--- src/rtl/uart_pkg.sv ---
// uart_pkg
//   Types and helpers shared by the oversampling receiver (receive_os) and
//   the parametrised transmitter that will reuse the same frame format.
//   Contents:
//     rx_state_t    receiver FSM state encoding
//     parity_t      parity mode with PAR_NONE / PAR_EVEN / PAR_ODD
//     parity_bit()  expected parity bit for a data word under a parity mode
package uart_pkg;

  // Receiver FSM states
  typedef enum logic [2:0] {
    RX_IDLE  = 3'd0,
    RX_START = 3'd1,
    RX_DATA  = 3'd2,
    RX_PAR   = 3'd3,
    RX_STOP  = 3'd4
  } rx_state_t;

  // Parity mode encoding; matches the integer PARITY parameter values
  typedef logic [1:0] parity_t;
  localparam parity_t PAR_NONE = 2'd0;
  localparam parity_t PAR_EVEN = 2'd1;
  localparam parity_t PAR_ODD  = 2'd2;

  // Widest data word any UART in this family carries
  localparam int MAX_DATA_BITS = 9;

  // Expected parity bit for a data word. Narrower words are zero-extended,
  // which leaves the XOR reduction unchanged.
  function automatic logic parity_bit(input logic [MAX_DATA_BITS-1:0] data,
                                      input parity_t mode);
    logic p;
    p = ^data;
    if (mode == PAR_ODD) begin
      parity_bit = ~p;
    end else begin
      parity_bit = p;
    end
  endfunction

endpackage

--- src/rtl/rx_fifo.sv ---
// rx_fifo
//   Synchronous show-ahead FIFO. The head entry is held in a register, so
//   the head output, count, full and empty all change only on a clock edge.
//   When the FIFO is empty the head output reads as zero.
//   Ports:
//     clk, rst_n     clock, asynchronous active-low reset
//     push/push_data write one word (ignored when full unless popping too)
//     pop            remove the head word (ignored when empty)
//     head           current head word (zero when empty)
//     full/empty     occupancy flags
//     count          occupancy, 0..DEPTH
module rx_fifo #(
  parameter int WIDTH = 10,
  parameter int DEPTH = 4
) (
  input  logic                     clk,
  input  logic                     rst_n,
  input  logic                     push,
  input  logic [WIDTH-1:0]         push_data,
  input  logic                     pop,
  output logic [WIDTH-1:0]         head,
  output logic                     full,
  output logic                     empty,
  output logic [$clog2(DEPTH):0]   count
);
  import uart_pkg::*;

  localparam int PTR_W = $clog2(DEPTH);
  localparam logic [PTR_W:0] DEPTH_C = (PTR_W+1)'(DEPTH);
  localparam logic [PTR_W:0] ONE_C   = (PTR_W+1)'(1);

  logic [WIDTH-1:0] r_mem [DEPTH];
  logic [PTR_W-1:0] r_wr_ptr;
  logic [PTR_W-1:0] r_rd_ptr;
  logic [PTR_W:0]   r_count;
  logic [WIDTH-1:0] r_head;

  logic             w_full;
  logic             w_empty;
  logic             w_do_push;
  logic             w_do_pop;
  logic [PTR_W-1:0] w_rd_ptr_inc;
  logic [PTR_W:0]   w_count_nxt;
  logic [WIDTH-1:0] w_head_nxt;

  assign w_full       = (r_count == DEPTH_C);
  assign w_empty      = (r_count == {(PTR_W+1){1'b0}});
  assign w_do_pop     = pop & ~w_empty;
  // A pop frees the slot, so a push into a full FIFO is accepted alongside it
  assign w_do_push    = push & (~w_full | w_do_pop);
  assign w_rd_ptr_inc = r_rd_ptr + PTR_W'(1);

  // Next occupancy and next head word
  always_comb begin
    w_count_nxt = r_count;
    w_head_nxt  = r_head;
    case ({w_do_push, w_do_pop})
      2'b10:   w_count_nxt = r_count + ONE_C;
      2'b01:   w_count_nxt = r_count - ONE_C;
      default: w_count_nxt = r_count;
    endcase
    if (w_do_pop) begin
      // Last word leaving: the new head is the word arriving, if any
      if (r_count == ONE_C) begin
        if (w_do_push) begin
          w_head_nxt = push_data;
        end else begin
          w_head_nxt = {WIDTH{1'b0}};
        end
      end else begin
        w_head_nxt = r_mem[w_rd_ptr_inc];
      end
    end else if (w_empty) begin
      if (w_do_push) begin
        w_head_nxt = push_data;
      end else begin
        w_head_nxt = {WIDTH{1'b0}};
      end
    end else begin
      w_head_nxt = r_head;
    end
  end

  // Pointers, occupancy and head register
  always_ff @(posedge clk or negedge rst_n) begin
    if (!rst_n) begin
      r_wr_ptr <= {PTR_W{1'b0}};
      r_rd_ptr <= {PTR_W{1'b0}};
      r_count  <= {(PTR_W+1){1'b0}};
      r_head   <= {WIDTH{1'b0}};
    end else begin
      if (w_do_push) begin
        r_wr_ptr <= r_wr_ptr + PTR_W'(1);
      end
      if (w_do_pop) begin
        r_rd_ptr <= w_rd_ptr_inc;
      end
      r_count <= w_count_nxt;
      r_head  <= w_head_nxt;
    end
  end

  // Storage array; contents are only read while occupied, so no reset needed
  always_ff @(posedge clk) begin
    if (w_do_push) begin
      r_mem[r_wr_ptr] <= push_data;
    end
  end

  assign head  = r_head;
  assign full  = w_full;
  assign empty = w_empty;
  assign count = r_count;

endmodule

--- src/rtl/receive_os.sv ---
// receive_os
//   Oversampling UART receiver. rxd is synchronised, the start bit is
//   confirmed at its midpoint (a high sample there is a glitch and is
//   dropped), then every further bit is sampled one bit period later, i.e.
//   mid-bit. Completed frames, including ones with errors, are pushed into a
//   show-ahead FIFO together with their parity and framing flags.
//   Ports:
//     clk, rst_n          clock, asynchronous active-low reset
//     rxd                 asynchronous serial input, idles high
//     sample_tick         one-clk pulse at OVERSAMPLE x baud
//     receive_read_en     pop the head word when rda is set
//     clear_errors        clear the sticky overrun flag
//     rda                 FIFO not empty
//     receive_read_line   head data word, LSB = first received bit
//     framing_err         head word saw a 0 in a stop bit
//     parity_err          head word failed parity
//     overrun             sticky; a completed frame was dropped (FIFO full)
//     fifo_count          FIFO occupancy
module receive_os #(
  parameter int DATA_BITS  = 8,
  parameter int OVERSAMPLE = 16,
  parameter int PARITY     = 0,
  parameter int STOP_BITS  = 1,
  parameter int FIFO_DEPTH = 4
) (
  input  logic                          clk,
  input  logic                          rst_n,
  input  logic                          rxd,
  input  logic                          sample_tick,
  input  logic                          receive_read_en,
  input  logic                          clear_errors,
  output logic                          rda,
  output logic [DATA_BITS-1:0]          receive_read_line,
  output logic                          framing_err,
  output logic                          parity_err,
  output logic                          overrun,
  output logic [$clog2(FIFO_DEPTH):0]   fifo_count
);
  import uart_pkg::*;

  localparam int      CNT_W   = $clog2(OVERSAMPLE);
  localparam int      BIT_W   = 4;
  localparam int      WORD_W  = DATA_BITS + 2;
  localparam parity_t P_MODE  = parity_t'(PARITY);
  localparam bit      HAS_PAR = (PARITY != 0);

  localparam logic [CNT_W-1:0] HALF_LAST = CNT_W'(OVERSAMPLE/2 - 1);
  localparam logic [CNT_W-1:0] FULL_LAST = CNT_W'(OVERSAMPLE - 1);
  localparam logic [BIT_W-1:0] DATA_LAST = BIT_W'(DATA_BITS - 1);
  localparam logic [BIT_W-1:0] STOP_LAST = BIT_W'(STOP_BITS - 1);

  // Parameter legality, checked at elaboration
  if ((DATA_BITS < 5) || (DATA_BITS > 9)) begin : g_bad_data_bits
    $error("receive_os: DATA_BITS must be in 5..9");
  end
  if ((OVERSAMPLE < 8) || ((OVERSAMPLE % 2) != 0)) begin : g_bad_oversample
    $error("receive_os: OVERSAMPLE must be even and at least 8");
  end
  if ((PARITY < 0) || (PARITY > 2)) begin : g_bad_parity
    $error("receive_os: PARITY must be 0, 1 or 2");
  end
  if ((STOP_BITS < 1) || (STOP_BITS > 2)) begin : g_bad_stop_bits
    $error("receive_os: STOP_BITS must be 1 or 2");
  end
  if ((FIFO_DEPTH < 2) || ((FIFO_DEPTH & (FIFO_DEPTH - 1)) != 0)) begin : g_bad_depth
    $error("receive_os: FIFO_DEPTH must be a power of 2, at least 2");
  end

  logic                 r_rxd_meta;
  logic                 r_rxs;
  rx_state_t            r_state;
  logic [CNT_W-1:0]     r_tick_cnt;
  logic [BIT_W-1:0]     r_bit_cnt;
  logic [DATA_BITS-1:0] r_shift;
  logic                 r_par_err;
  logic                 r_frm_err;
  logic                 r_overrun;

  rx_state_t            w_state_nxt;
  logic [CNT_W-1:0]     w_tick_cnt_nxt;
  logic [BIT_W-1:0]     w_bit_cnt_nxt;
  logic [DATA_BITS-1:0] w_shift_nxt;
  logic                 w_par_err_nxt;
  logic                 w_frm_err_nxt;
  logic                 w_push;
  logic [WORD_W-1:0]    w_push_word;
  logic [WORD_W-1:0]    w_head;
  logic                 w_full;
  logic                 w_empty;
  logic                 w_pop;
  logic                 w_drop;

  // Two-flop synchroniser on the serial line, preset to the idle level
  always_ff @(posedge clk or negedge rst_n) begin
    if (!rst_n) begin
      r_rxd_meta <= 1'b1;
      r_rxs      <= 1'b1;
    end else begin
      r_rxd_meta <= rxd;
      r_rxs      <= r_rxd_meta;
    end
  end

  // Frame FSM next-state and datapath; everything holds between ticks
  always_comb begin
    w_state_nxt    = r_state;
    w_tick_cnt_nxt = r_tick_cnt;
    w_bit_cnt_nxt  = r_bit_cnt;
    w_shift_nxt    = r_shift;
    w_par_err_nxt  = r_par_err;
    w_frm_err_nxt  = r_frm_err;
    w_push         = 1'b0;
    if (sample_tick) begin
      case (r_state)
        RX_IDLE: begin
          if (!r_rxs) begin
            w_state_nxt    = RX_START;
            w_tick_cnt_nxt = {CNT_W{1'b0}};
            w_bit_cnt_nxt  = {BIT_W{1'b0}};
            w_par_err_nxt  = 1'b0;
            w_frm_err_nxt  = 1'b0;
          end else begin
            w_state_nxt = RX_IDLE;
          end
        end
        RX_START: begin
          // Half a bit after the falling edge: still low means a real start
          if (r_tick_cnt == HALF_LAST) begin
            w_tick_cnt_nxt = {CNT_W{1'b0}};
            if (r_rxs) begin
              w_state_nxt = RX_IDLE;
            end else begin
              w_state_nxt = RX_DATA;
            end
          end else begin
            w_tick_cnt_nxt = r_tick_cnt + CNT_W'(1);
          end
        end
        RX_DATA: begin
          if (r_tick_cnt == FULL_LAST) begin
            w_tick_cnt_nxt = {CNT_W{1'b0}};
            // Shift in from the top so the first bit ends up in the LSB
            w_shift_nxt    = {r_rxs, r_shift[DATA_BITS-1:1]};
            if (r_bit_cnt == DATA_LAST) begin
              w_bit_cnt_nxt = {BIT_W{1'b0}};
              if (HAS_PAR) begin
                w_state_nxt = RX_PAR;
              end else begin
                w_state_nxt = RX_STOP;
              end
            end else begin
              w_bit_cnt_nxt = r_bit_cnt + BIT_W'(1);
            end
          end else begin
            w_tick_cnt_nxt = r_tick_cnt + CNT_W'(1);
          end
        end
        RX_PAR: begin
          if (r_tick_cnt == FULL_LAST) begin
            w_tick_cnt_nxt = {CNT_W{1'b0}};
            w_par_err_nxt  = (r_rxs != parity_bit(MAX_DATA_BITS'(r_shift), P_MODE));
            w_state_nxt    = RX_STOP;
          end else begin
            w_tick_cnt_nxt = r_tick_cnt + CNT_W'(1);
          end
        end
        RX_STOP: begin
          if (r_tick_cnt == FULL_LAST) begin
            w_tick_cnt_nxt = {CNT_W{1'b0}};
            w_frm_err_nxt  = r_frm_err | ~r_rxs;
            // Push straight after the last stop sample so the next start
            // bit can be caught even with zero idle time
            if (r_bit_cnt == STOP_LAST) begin
              w_bit_cnt_nxt = {BIT_W{1'b0}};
              w_push        = 1'b1;
              w_state_nxt   = RX_IDLE;
            end else begin
              w_bit_cnt_nxt = r_bit_cnt + BIT_W'(1);
            end
          end else begin
            w_tick_cnt_nxt = r_tick_cnt + CNT_W'(1);
          end
        end
        default: begin
          w_state_nxt    = RX_IDLE;
          w_tick_cnt_nxt = {CNT_W{1'b0}};
          w_bit_cnt_nxt  = {BIT_W{1'b0}};
        end
      endcase
    end else begin
      w_push = 1'b0;
    end
  end

  // Flags include the sample being taken on the pushing tick
  assign w_push_word = {w_par_err_nxt, w_frm_err_nxt, r_shift};

  // FSM state and datapath registers
  always_ff @(posedge clk or negedge rst_n) begin
    if (!rst_n) begin
      r_state    <= RX_IDLE;
      r_tick_cnt <= {CNT_W{1'b0}};
      r_bit_cnt  <= {BIT_W{1'b0}};
      r_shift    <= {DATA_BITS{1'b0}};
      r_par_err  <= 1'b0;
      r_frm_err  <= 1'b0;
    end else begin
      r_state    <= w_state_nxt;
      r_tick_cnt <= w_tick_cnt_nxt;
      r_bit_cnt  <= w_bit_cnt_nxt;
      r_shift    <= w_shift_nxt;
      r_par_err  <= w_par_err_nxt;
      r_frm_err  <= w_frm_err_nxt;
    end
  end

  assign w_pop  = receive_read_en & ~w_empty;
  // A frame is lost only when the FIFO is full and nothing leaves this cycle
  assign w_drop = w_push & w_full & ~w_pop;

  // Sticky overrun; a new drop wins over a simultaneous clear
  always_ff @(posedge clk or negedge rst_n) begin
    if (!rst_n) begin
      r_overrun <= 1'b0;
    end else if (w_drop) begin
      r_overrun <= 1'b1;
    end else if (clear_errors) begin
      r_overrun <= 1'b0;
    end else begin
      r_overrun <= r_overrun;
    end
  end

  rx_fifo #(
    .WIDTH (WORD_W),
    .DEPTH (FIFO_DEPTH)
  ) u_rx_fifo (
    .clk       (clk),
    .rst_n     (rst_n),
    .push      (w_push),
    .push_data (w_push_word),
    .pop       (receive_read_en),
    .head      (w_head),
    .full      (w_full),
    .empty     (w_empty),
    .count     (fifo_count)
  );

  assign rda               = ~w_empty;
  assign receive_read_line = w_head[DATA_BITS-1:0];
  assign framing_err       = w_head[DATA_BITS];
  assign parity_err        = w_head[DATA_BITS+1];
  assign overrun           = r_overrun;

endmodule

--- config.mk ---
export PLATFORM = sky130hd
export DESIGN_NAME = receive_os
export DESIGN_NICKNAME = d
export VERILOG_FILES = /design/src/rtl/uart_pkg.sv /design/src/rtl/rx_fifo.sv /design/src/rtl/receive_os.sv
export SDC_FILE = /design/constraint.sdc
export NUM_CORES = 1
export LEC_CHECK = 0
export BUFFER_PORTS_ARGS = -buffer_cell sky130_fd_sc_hd__buf_4
export CORE_UTILIZATION = 45
export DETAILED_ROUTE_END_ITERATION = 16
export PLACE_DENSITY = 0.58
export SETUP_SLACK_MARGIN = 0.5
export SLEW_MARGIN = 20
export SYNTH_ARGS = -nofsm -noshare
export SYNTH_HDL_FRONTEND = slang
export SYNTH_SLANG_ARGS = --single-unit
--- constraint.sdc ---
create_clock -name clk -period 6.5 [get_ports clk]
set_input_delay 0.65 -clock clk [delete_from_list [all_inputs] [get_ports clk]]
set_output_delay 0.65 -clock clk [all_outputs]
set_load 0.02 [all_outputs]
After elaboration in Yosys (flattened, before gate mapping) --
Memories as Yosys holds them, arrays and structs flattened. Index checks and enable logic that the tools add are counted.
Cells by class: reduce and logical (&&, ||, !) cells 13, multiplexer cells 42, eq/ne operators 19, bitwise operators 11, add/subtract/negate cells 6
Operator list (count):
- two-way mux 10 bit | 4
- two-way mux 4 bit | 7
- two-way mux 1 bit | 18
- two-way mux 3 bit | 6
- one-hot mux 4 bit (4 select lines) | 1
- one-hot mux 3 bit (5 select lines) | 1
- != test 2 bit (second input constant) | 7
- one-hot mux 4 bit (3 select lines) | 1
- XOR reduction 9 bit | 1
- adder 4 x 1 -> 4 bit (second input constant) | 2
- == test 4 x 3 -> 1 bit (second input constant) | 2
- AND reduction 7 bit | 1
- == test 3 x 1 -> 1 bit (second input constant) | 2
- == test 3 x 2 -> 1 bit (second input constant) | 2
- == test 3 bit (second input constant) | 2
- logical NOT 3 bit | 2
- one-hot mux 3 bit (2 select lines) | 1
- nonzero test 2 bit | 3
- inverter 1 bit | 5
- AND reduction 5 bit | 1
- adder 2 x 1 -> 2 bit (second input constant) | 2
- bitwise AND 1 bit | 4
- == test 4 bit (second input constant) | 1
- logical NOT 4 bit | 1
- 12 further kinds | 14
Storage, ports and cells: RAM bits 40, bits in registers 41, output and inout port bits 15, memories kept 1, input port bits 6
Memories:
- u_rx_fifo.r_mem | depth 4, bits a word 10, read ports 1, clocked after Yosys merged registers in 0, wr ports 1, line rx_fifo.sv:32 | logic [WIDTH-1:0] r_mem [DEPTH];

Logic depth before layout (Yosys ltp) --
Gate-level depths: netlist (run 1).
depth in word-level cells 11, depth in mapped cells 10

Hierarchy --
Synthesis (run 1) repeated with hierarchy kept, for this count alone.
Second synthesis, totals: cell total of the unflattened synthesis 268, area total of the unflattened synthesis 3808.7 um2
By module, submodules not included:
- rx_fifo | seq. area each 1626.6 um2, area an instance 2458.6 um2, instances 1, cells an instance 147
- receive_os | seq. area each 603.1 um2, area an instance 1350.0 um2, instances 1, cells an instance 121

Worst setup path after synthesis (run 1) --
Ideal clock, no wire load.
kind input to register, from in sample_tick, to reg u_rx_fifo.r_count[2] (netlist: u_rx_fifo.count[2]), required time 6.366 ns, data arrival time 2.249 ns, slack 4.118 ns, library setup time 0.134 ns, path buffers 2, cell stages on the path 9, cells stage by stage clkbuf_8 nand4_1 nor4b_4 buf_6 inv_1 ha_1 mux2i_1 nor2_1 xor2_1
On the way: longest elaborated chain between the ends 4
Ends and longest elaborated chain:
- start: declaration | line receive_os.sv:29 | input logic sample_tick,
- two-way mux 1 bit (*) | line receive_os.sv:113 | if (sample_tick) begin
- bitwise AND 1 bit (*) | line rx_fifo.sv:50 | assign w_do_push = push & (~w_full | w_do_pop);
- == test 2 x 1 -> 1 bit / == test 2 bit (equally long branches) | line rx_fifo.sv:57 | case ({w_do_push, w_do_pop})
- one-hot mux 3 bit (2 select lines) / nonzero test 2 bit (equally long branches)
- end signal: assignment | line rx_fifo.sv:89 | r_count <= {(PTR_W+1){1'b0}};
- end signal: assignment | line rx_fifo.sv:98 | r_count <= w_count_nxt;
- end: declaration | line rx_fifo.sv:35 | logic [PTR_W:0] r_count;
Mark *: on every way between the ends. The rest lies on a longest branch, timed or not. A chain may end at the register's enable or synchronous reset.

Worst setup path after layout (run 1) --
from reg r_bit_cnt[0], to reg u_rx_fifo.r_count[2] (netlist: u_rx_fifo.count[2])
On the way: longest elaborated chain between the ends 8
Ends and longest elaborated chain:
- start: declaration | line receive_os.sv:73 | logic [BIT_W-1:0] r_bit_cnt;
- start signal: assignment | line receive_os.sv:203 | r_bit_cnt <= {BIT_W{1'b0}};
- start signal: assignment | line receive_os.sv:210 | r_bit_cnt <= w_bit_cnt_nxt;
- logical NOT 4 bit (*) | line receive_os.sv:173 | if (r_bit_cnt == STOP_LAST) begin
- two-way mux 1 bit (*) | line receive_os.sv:173
- two-way mux 1 bit (*) | line receive_os.sv:168 | if (r_tick_cnt == FULL_LAST) begin
- two-way mux 1 bit (*) | line receive_os.sv:114 | case (r_state)
- two-way mux 1 bit (*) | line receive_os.sv:113
- bitwise AND 1 bit (*) | line rx_fifo.sv:50
- == test 2 x 1 -> 1 bit / == test 2 bit (equally long branches) | line rx_fifo.sv:57
- one-hot mux 3 bit (2 select lines) / nonzero test 2 bit (equally long branches)
Marked as above.

==> results of run 1 <==
[kinds of logic (layout without fill, tap and decap cells)]
family                     count (synthesis)  count (layout)  synth area share [%]
AOI/OAI and AO/OA                         48              48                  8.34
xor gates and xnor gates                  16              16                  4.13
adders and majority gates                 12              12                  4.03
buffers and inverters                     22              47                  3.16
DFF                                       81              81                  59.9
muxes                                     22              22                  9.61
and+or+nand+nor                           68              68                  10.8
[through the flow]
| stage | total power, mW | cell area (µm²) |
|---|---|---|
| final | 1.52 | 4110 |
| after global routing | 1.62 | 4110 |
| after CTS | 1.54 | 4110 |
| after detailed placement | 1.20 | 3920 |
| after global placement | 1.19 | 3920 |
| after floorplan | 1.07 | 3720 |
[metal layers]
| layer | routed length [µm] | vias to the layer above |
|---|---|---|
| met1 | 3250 | 1046 |
| met3 | 219 | 6 |
| met5 | 0 | - |
| li1 | - | 1029 |
| met2 | 2740 | 47 |
| met4 | 50 | 0 |
[power by group through the flow]
| stage | Clock, mW | Sequential (mW) | Combinational [mW] |
|---|---|---|---|
| floorplan | 0 | 0.703 | 0.369 |
| global placement | 0 | 0.717 | 0.473 |
| detailed placement | 0 | 0.719 | 0.476 |
| CTS | 0.348 | 0.709 | 0.480 |
| global route | 0.368 | 0.725 | 0.528 |
| finish | 0.341 | 0.706 | 0.474 |
[area by class of cell]
type / count / area [µm²]
Multi-Input combinational cell: 166 / 1380
Tap cell: 102 / 128
Sequential cell: 81 / 2230
Clock buffer: 9 / 124
Inverter: 11 / 41.3
Timing Repair Buffer: 20 / 150
Clock inverter: 7 / 61.3
Fill cell: 696 / 3740
[registers in the layout (all words and copies together) (netlist names), 2 cells and up]
register / count
u_rx_fifo.head: 10
r_shift: 8
r_bit_cnt: 4
u_rx_fifo.r_rd_ptr: 2
u_rx_fifo.r_wr_ptr: 2
r_state: 3
u_rx_fifo.count: 3
u_rx_fifo.r_mem: 40
r_tick_cnt: 4
[cell usage after synthesis (2+ instances only)]
library cell / n / area, µm²
nand3_1: 3 / 15.0
mux2_2: 10 / 113
nand2_1: 19 / 71.3
nand4_1: 2 / 12.5
clkbuf_1: 3 / 11.3
inv_1: 11 / 41.3
o41ai_1: 2 / 17.5
nor3b_1: 3 / 22.5
ha_1: 12 / 150
nor4_1: 3 / 18.8
a21oi_1: 5 / 25.0
nor2_1: 6 / 22.5
nor2b_1: 3 / 18.8
buf_6: 3 / 33.8
dfrtp_1: 39 / 976
buf_1: 2 / 7.51
o21ai_0: 18 / 90.1
a21o_1: 3 / 22.5
o21a_1: 3 / 22.5
mux2i_1: 2 / 20.0
edfxtp_1: 40 / 1200
and2_2: 4 / 30.0
a31oi_1: 8 / 50.1
nand3b_1: 2 / 15.0
mux4_2: 10 / 225
xor2_1: 3 / 26.3
buf_2: 2 / 10.0
and3_1: 9 / 56.3
dfstp_2: 2 / 52.6
nand2b_1: 4 / 25.0
a32o_1: 3 / 30.0
xnor2_1: 12 / 105
[how the worst max path moves through the flow]
stage / end / slack (ps) / startpoint
floorplan: u_rx_fifo.count[2]$_DFFE_PN0P_ / 4120 / sample_tick
CTS: u_rx_fifo.count[2]$_DFFE_PN0P_ / 3730 / r_bit_cnt[0]$_DFFE_PN0P_
global placement: u_rx_fifo.count[2]$_DFFE_PN0P_ / 3750 / sample_tick
global route: u_rx_fifo.count[2]$_DFFE_PN0P_ / 3530 / r_bit_cnt[0]$_DFFE_PN0P_
detailed placement: u_rx_fifo.count[2]$_DFFE_PN0P_ / 3680 / sample_tick
finish: u_rx_fifo.count[2]$_DFFE_PN0P_ / 3740 / r_bit_cnt[0]$_DFFE_PN0P_
==> key figures, run 1 <==
Timing
  – Max-slew violation count: 0
  – Slew margin rel.: 37.7%
  – Final setup viols: 0
  – RSZ-0062 raised after global routing: false
  – Fin crit share: 42.4%
  – F_max: 363 MHz
  – Final Hold Violating Endpoints: 0
  – Worst slew pin tran: 932 ps
  – Worst hold slack: 270 ps
  – Final WS setup: 3740 ps
  – Total negative slack: 0 ps
  – Fin crit period: 2760 ps
  – Final Skew: 14.0 ps

Critical path
  – Crit. path cell count: 8
  – Critical path peak fanout: 18
  – Startpoint types: flop
  – Top delay family on crit path: simple AND/OR/NAND/NOR gates
  – CP endpoint kind: flop
  – Critical setup path kind: reg2reg
  – Worst endpoint required time: 6770 ps
  – R2r worst-path depth: 8
  – Critical Path Max Stage Delay: 790 ps
  – Reg2reg start: r_bit_cnt[0]$_DFFE_PN0P_
  – Reg-to-Reg End: u_rx_fifo.count[2]$_DFFE_PN0P_
  – Slowest cell on crit path: nor4b_4
  – Sum of buffers and inverters on the critical path: 2
  – R2R Setup Slk: 3740 ps
  – Crit path DAT: 3030 ps
  – Critical path cell sequence: inv_1 > ha_1 > or3b_2 > nor4b_4 > inv_1 > ha_1 > nor2_1 > xor2_1

GRT
  – Met2 Usage GRT: 22.9%
  – Number of global-route vias before repair: 2121
  – Met3 Use GR: 3.45%
  – Maximum number of pins on one net before global-route repair: 42
  – Most used routing layer: met1
  – First-pass GRT wire length: 10800 µm
  – GR Layer Usage met1: 25.3%
  – Gr ovfl total: 0
  – Initial antenna violation count: 0
  – Gr usage total: 16.3%

Synth
  – Synth Instances: 269
  – Mapped Nets: 287
  – Synth Flop Type: edfxtp_1
  – Synth warnings: 0
  – Avg Cell Area, Syn: 13.8 µm²
  – Async set or reset register ratio after synthesis: 50.6%
  – Yosys cell types: 50
  – EDFF count, synth: 40
  – Register bit total from synthesis: 81
  – Synth Cell Area: 3720 µm²
  – Sequential area share after synthesis: 59.9%

Route
  – DRT Wirelength: 6260 µm
  – DRT Pass-1 Iters: 4
  – Via count: 2128
  – Vias per cell: 5.37
  – Routed Antenna Nets: 0
  – 1st-iter DRT viols: 120
  – Post-route DRC: 0
  – DR WL/cell: 15.8 µm

Min path
  – Worst hold path class: in2async

Floorplan
  – Initial Utilization: 47.4%
  – Die footprint: 8640 µm²
  – CORE AREA: 7850 µm²
  – Die width: 93.0 µm
  – # IOs: 21
  – Row cnt: 32
  – Die Y: 93.0 µm

Cells and area
  – Area grow syn2layout: 10.4%
  – Layout cells sized above 1: 24.5%
  – Most frequent cells in the layout: edfxtp_1 (40), dfrtp_1 (39), buf_4 (20), nand2_1 (19), o21ai_0 (18)
  – Commonest non-fill, non-tap cell in the layout: edfxtp_1
  – Fin util: 52.4%
  – Layout Nets: 307
  – Final cell count without fillers: 396
  – Antenna Cells: 0

CTS
  – Clock slew at reported path FFs: 90 ps
  – CTS Buffer Depth: 2
  – TritonCTS buffer count: 9
  – H-Tree Depth: 3
  – Worst-skew pair later-pin latency: 350 ps
  – Post-CTS Setup Bufs: 0
  – CTS resizes: 0
  – Root buffer cell: clkbuf_8
  – Clock sink total: 81
  – CTS tree: yes
  – CTS Hold Bufs: 0

Power
  – PwrDens: 370 nW/µm²
  – P_sw: 0.544 mW
  – Clock network fraction of total power: 22.4%
  – Worst vdd ir: 0.149 mV
  – P_leak: 1.71 nW
  – Seq pwr share: 46.4%
  – Pint: 0.977 mW
  – Gate power share: 31.2%
  – Sw Ratio: 35.8%

Place
  – Placed cells: 380
  – Hpwl dp: 4400 µm
  – PortBufs: 20
  – Pre-CTS WS: 3680 ps
  – Placer congestion estimate: 0.720

Job
  – Maxcap violations: 0

Run status
  – Outcome: finished, final reports clean
Note: power is estimated with default switching activity, not from simulation.
==> run 2, diff against run 1 <==
PLACE_DENSITY = 0.6   (was 0.58)
clock period = 2.45 ns   (was 6.5 ns; I/O delays follow)
==> run 2 against run 1 <==
Against the previous run:
- non-clock buffer count up 29
- worst hold slack worse by 93 ps
- total power rose to 2.9 times the previous value
- via count up 10%
- core utilization up 6.2 points
- critical path depth up 2
- largest cell class unchanged
- wire length up 18%
- clock skew down 1.6 ps
==> key figures, run 2 (synthesis results as in run 1) <==
Cells and area
  – Fin util: 58.6%
  – Max FFs per register: 40
  – Final cell count without fillers: 429
  – Fillers: 639
  – Layout cells sized above 1: 39.4%
  – Layout Nets: 340
  – Commonest non-fill, non-tap cell in the layout: buf_4
  – Area grow syn2layout: 23.5%
  – Antenna Cells: 0
  – Biggest register: u_rx_fifo.r_mem
  – Most frequent cells in the layout: buf_4 (42), edfxtp_1 (40), dfrtp_1 (33), nand2_1 (19), xnor2_1 (11)

Timing
  – Final Hold Violating Endpoints: 0
  – Total negative slack: 0 ps
  – Fin crit period: 2060 ps
  – F_max: 485 MHz
  – Final WS setup: 390 ps
  – Final Skew: 12.4 ps
  – Fin crit share: 84.1%
  – Slew margin rel.: 51.7%
  – Max-slew violation count: 0
  – RSZ-0062 raised after global routing: true
  – Final setup viols: 0
  – Worst slew pin tran: 715 ps

Power
  – Pint: 2.90 mW
  – P_sw: 1.56 mW
  – Gate power share: 37.1%
  – Seq pwr share: 41.0%
  – Worst vdd ir: 0.584 mV
  – Sw Ratio: 35.0%
  – P_leak: 1.92 nW
  – Clock network fraction of total power: 21.9%
  – PwrDens: 969 nW/µm²

Route
  – Via count: 2351
  – Vias per cell: 5.48
  – Routed Antenna Nets: 0
  – DRT Pass-1 Iters: 4
  – DR WL/cell: 17.2 µm
  – DRT Wirelength: 7360 µm
  – 1st-iter DRT viols: 98
  – Post-route DRC: 0

Place
  – Placer congestion estimate: 0.778
  – PortBufs: 20
  – Pre-CTS WS: 189 ps
  – Hpwl dp: 4640 µm
  – Placed cells: 390

CTS
  – CTS tree: yes
  – TritonCTS buffer count: 9
  – H-Tree Depth: 3
  – Clock sink total: 81
  – Root buffer cell: clkbuf_8
  – Clock slew at reported path FFs: 90 ps
  – Worst-skew pair later-pin latency: 350 ps
  – CTS Buffer Depth: 2

Floorplan
  – Die Y: 93.0 µm
  – Initial Utilization: 47.4%
  – Die width: 93.0 µm
  – CORE AREA: 7850 µm²
  – Die footprint: 8640 µm²
  – Row cnt: 32
  – # IOs: 21

Min path
  – WHS Path Cells: 3
  – Hold Crit Start: clear_errors
  – Hold Crit Endpoint: overrun$_DFFE_PN0P_
  – Worst hold path class: in2reg

GRT
  – Gr ovfl total: 0
  – Initial antenna violation count: 0
  – Number of global-route vias before repair: 2213
  – Gr usage total: 17.5%
  – First-pass GRT wire length: 11300 µm
  – Maximum number of pins on one net before global-route repair: 42

Job
  – Maxcap violations: 0

Critical path
  – Crit path DAT: 2300 ps
  – Critical Path Max Stage Delay: 410 ps
  – Startpoint types: flop
  – Reg2reg start: r_bit_cnt[0]$_DFFE_PN0P_
  – CP endpoint kind: flop
  – R2r worst-path depth: 10
  – Top delay family on crit path: simple AND/OR/NAND/NOR gates
  – Reg-to-Reg End: u_rx_fifo.count[2]$_DFFE_PN0P_
  – Sum of buffers and inverters on the critical path: 3
  – Slowest cell on crit path: or3b_4
  – Critical path cell sequence: inv_2 > ha_4 > or3b_4 > nor4b_4 > buf_4 > inv_2 > ha_4 > mux2i_1 > nor2_1 > xor2_1
  – Critical path peak fanout: 3
  – Critical setup path kind: reg2reg
  – Worst endpoint required time: 2690 ps
  – R2R Setup Slk: 390 ps

Run status
  – Outcome: finished, final reports clean
run 2: cell types whose count changed in the layout (fill, tap and decap cells not counted), moves of 4 or more:
cell,delta
o21ai_1,+7
and2_4,+8
a31oi_1,-6
dfrtp_2,+6
a31oi_4,+6
o21ai_0,-8
and2_2,-4
dfrtp_1,-6
buf_4,+22
run 2: how the worst max path moves through the flow:
stage | start | end | slack, ps | depth (start not counted)
floorplan | r_bit_cnt[0]$_DFFE_PN0P_ | u_rx_fifo.count[2]$_DFFE_PN0P_ | 200 | 10
global placement | r_bit_cnt[0]$_DFFE_PN0P_ | u_rx_fifo.count[2]$_DFFE_PN0P_ | 230 | 9
detailed placement | r_bit_cnt[0]$_DFFE_PN0P_ | u_rx_fifo.count[2]$_DFFE_PN0P_ | 190 | 9
CTS | r_bit_cnt[0]$_DFFE_PN0P_ | u_rx_fifo.count[2]$_DFFE_PN0P_ | 420 | 10
global route | r_bit_cnt[0]$_DFFE_PN0P_ | u_rx_fifo.count[2]$_DFFE_PN0P_ | 280 | 10
finish | r_bit_cnt[0]$_DFFE_PN0P_ | u_rx_fifo.count[2]$_DFFE_PN0P_ | 390 | 10
run 2: per-layer routing:
| metal | global-route usage (%) | part of all wire (%) |
|---|---|---|
| met2 | 25.0 | 46 |
| met1 | 25.6 | 48 |
| met4 | 7.69 | 1.2 |
| met3 | 3.45 | 5.1 |
| met5 | 0 | 0 |
run 2: repair_timing:
action / 4_1_cts / 5_1_grt
setup buffers: 8 / 7
gates resized for setup: 10 / 46
gates cloned: 0 / 6
pin swaps: 1 / 17
hold buffers: 2 / 0
hold endpoints to repair: 40 / 0
setup endpoints to repair: 55 / 63
run 2: area by class of cell:
type                            instances  area, µm²  area share, %
Sequential cell                        81       2240           48.7
Multi-Input combinational cell        170       1580           34.4
Timing Repair Buffer                   49        417           9.06
Tap cell                              102        128           2.78
Clock buffer                            9        124           2.69
Clock inverter                          7       70.1           1.52
Inverter                               11       41.3          0.898
run 2: power by group through the flow:
stage / registers [mW] / clock network, mW / logic (mW)
detailed placement: 1.85 / 0 / 1.41
finish: 1.83 / 0.976 / 1.65
global placement: 1.85 / 0 / 1.41
CTS: 1.83 / 0.998 / 1.47
floorplan: 1.87 / 0 / 0.999
global route: 1.87 / 1.05 / 1.80
run 2: metrics by stage:
stage | hold WS [ps] | total power [mW] | cell area, µm²
floorplan | -50.6 | 2.87 | 3740
global placement | 269 | 3.25 | 4010
detailed placement | 276 | 3.27 | 4010
CTS | 156 | 4.29 | 4310
global route | 160 | 4.72 | 4600
finish | 177 | 4.46 | 4600
run 2: worst min-delay path, cell delays in order:
cell and delay (ps):
buf_4 70, nand2b_1 100, o41ai_1 70
==> run 3, diff against run 2 <==
clock period = 1.76 ns   (was 2.45 ns; I/O delays follow)
==> run 3 against run 2 <==
Against the previous run:
- the flow now finishes with violations (negative setup slack)
- worst hold slack worse by 48 ps
- combinational power is 100% higher
- cell count is 8.4% higher
- wire length is 11% higher
- total power is 60% higher
- die area stayed put
- clock-buffer cell count is 1 higher
- critical path depth stayed put
- sequential cell count stayed put
- critical path type unchanged
- largest cell class unchanged
- highest routed layer unchanged
==> key figures, run 3 (synthesis results as in run 1) <==
Run status
  – Outcome: finished, violations left
  – Violated checks: negative setup slack

Floorplan
  – Die width: 93.0 µm
  – # IOs: 21
  – Row cnt: 32
  – CORE AREA: 7850 µm²
  – Die Y: 93.0 µm
  – Die footprint: 8640 µm²
  – Initial Utilization: 47.4%

Min path
  – Hold Crit Endpoint: overrun$_DFFE_PN0P_
  – WHS Path Cells: 3
  – Worst hold path class: in2reg
  – Hold Crit Start: clear_errors

GRT
  – First-pass GRT wire length: 13300 µm
  – Number of global-route vias before repair: 2575
  – Maximum number of pins on one net before global-route repair: 42
  – Initial antenna violation count: 0
  – Met2 Usage GRT: 31.6%
  – Gr usage total: 20.6%
  – Met3 Use GR: 3.61%
  – Most used routing layer: met2
  – GR Layer Usage met1: 29.4%
  – Gr ovfl total: 0

Timing
  – Final Hold Violating Endpoints: 0
  – Slew margin rel.: 62.8%
  – Final Skew: 7.90 ps
  – Final WS setup: -335 ps
  – Fin crit share: 119%
  – Max-slew violation count: 0
  – RSZ-0062 raised after global routing: true
  – Worst slew pin tran: 557 ps
  – F_max: 477 MHz
  – Final setup viols: 68
  – Fin crit period: 2100 ps
  – Total negative slack: -16300 ps

Route
  – DRT Wirelength: 8190 µm
  – Vias per cell: 5.33
  – DRT Pass-1 Iters: 4
  – Via count: 2478
  – Routed Antenna Nets: 0
  – DR WL/cell: 17.6 µm
  – 1st-iter DRT viols: 111
  – Post-route DRC: 0

Critical path
  – Critical Path Max Stage Delay: 400 ps
  – CP endpoint kind: flop
  – Critical path cell sequence: inv_2 > ha_4 > or3b_4 > nor4b_4 > buf_4 > inv_2 > ha_4 > mux2i_1 > nor2_1 > xor2_1
  – Startpoint types: flop
  – Crit path DAT: 2370 ps
  – R2R Setup Slk: -340 ps
  – Reg2reg start: r_bit_cnt[1]$_DFFE_PN0P_
  – Sum of buffers and inverters on the critical path: 3
  – Critical path peak fanout: 2
  – Reg-to-Reg End: u_rx_fifo.count[2]$_DFFE_PN0P_
  – Critical setup path kind: reg2reg
  – Worst endpoint required time: 2030 ps
  – Top delay family on crit path: simple AND/OR/NAND/NOR gates
  – Slowest cell on crit path: dfrtp_1
  – R2r worst-path depth: 10

CTS
  – CTS tree: yes
  – Worst-skew pair later-pin latency: 340 ps
  – Root buffer cell: clkbuf_8
  – H-Tree Depth: 3
  – TritonCTS buffer count: 9
  – Clock slew at reported path FFs: 90 ps
  – Clock sink total: 81
  – CTS Buffer Depth: 2

Power
  – Worst vdd ir: 0.945 mV
  – P_leak: 2.18 nW
  – Total power: 7.13 mW
  – PwrDens: 1390 nW/µm²

Cells and area
  – Area grow syn2layout: 37.9%
  – Commonest non-fill, non-tap cell in the layout: buf_4
  – Layout cells sized above 1: 50.1%
  – Layout Nets: 376
  – Max FFs per register: 40
  – Antenna Cells: 0
  – Fillers: 593
  – Most frequent cells in the layout: buf_4 (63), edfxtp_1 (40), dfrtp_1 (37), nand2_1 (17), buf_6 (14)
  – Biggest register: u_rx_fifo.r_mem

Place
  – PortBufs: 20
  – Hpwl dp: 5230 µm
  – Placer congestion estimate: 0.790

Job
  – Maxcap violations: 0
[run 3: power by group]
group,switching (mW),internal [mW],leakage (nW)
sequential,0.194,2.23,0.936
clock,0.685,0.659,0.0905
combinational,1.61,1.75,1.15
total,2.49,4.64,2.18
[run 3: worst max-delay path by stage]
stage	start	endpoint	slack, ps	depth (start not counted)
after global routing	r_bit_cnt[0]$_DFFE_PN0P_	u_rx_fifo.count[2]$_DFFE_PN0P_	-400	10
after CTS	r_bit_cnt[0]$_DFFE_PN0P_	u_rx_fifo.count[2]$_DFFE_PN0P_	-300	10
after floorplan	r_bit_cnt[0]$_DFFE_PN0P_	u_rx_fifo.count[2]$_DFFE_PN0P_	-480	10
after global placement	r_bit_cnt[0]$_DFFE_PN0P_	u_rx_fifo.r_mem[1][1]$_DFFE_PP_	-300	6
after detailed placement	r_bit_cnt[0]$_DFFE_PN0P_	u_rx_fifo.r_mem[1][3]$_DFFE_PP_	-320	6
final	r_bit_cnt[1]$_DFFE_PN0P_	u_rx_fifo.count[2]$_DFFE_PN0P_	-340	10
[run 3: final cells by class]
cell class	instances	area, µm²	area share, %
Clock buffer	10	128	2.49
Clock inverter	6	66.3	1.29
Inverter	11	41.3	0.804
Multi-Input combinational cell	170	1780	34.6
Sequential cell	81	2230	43.5
Tap cell	102	128	2.49
Timing Repair Buffer	85	763	14.9
[run 3: worst reg2reg max path: cells and delay by family, from the launching register on]
kind | cells | cell delay [ps]
fa+ha+maj | 2 | 270
buf+inv | 3 | 290
mux | 1 | 110
xor+xnor | 1 | 160
simple gates | 3 | 800
flops | 1 | 400
[run 3: repair_timing]
item	in CTS	in global routing
endpoints found under the hold margin	40	0
gates cloned	6	0
setup buffers	9	9
gates resized for setup	43	46
pin swaps	18	21
hold buffers	2	0
setup endpoints to repair	87	90
[run 3: per-layer routing]
metal	share of wire [%]	wire, µm
met1	46	3780
met4	1.7	139
met5	0	0
met2	49	3990
met3	3.5	284
[run 3: stage by stage]
step           setup slack [ps]  hold WS [ps]  cells  area [µm²]  utilization, %
3_5_place_dp               -318           206    423        4370            55.7
5_1_grt                    -404           119    465        5130            65.4
2_1_floorplan              -476          -120    269        3830               -
6_report                   -335           128    465        5130            65.4
4_1_cts                    -305           109    456        4850            61.8
3_3_place_gp               -297           199    423        4370            55.7
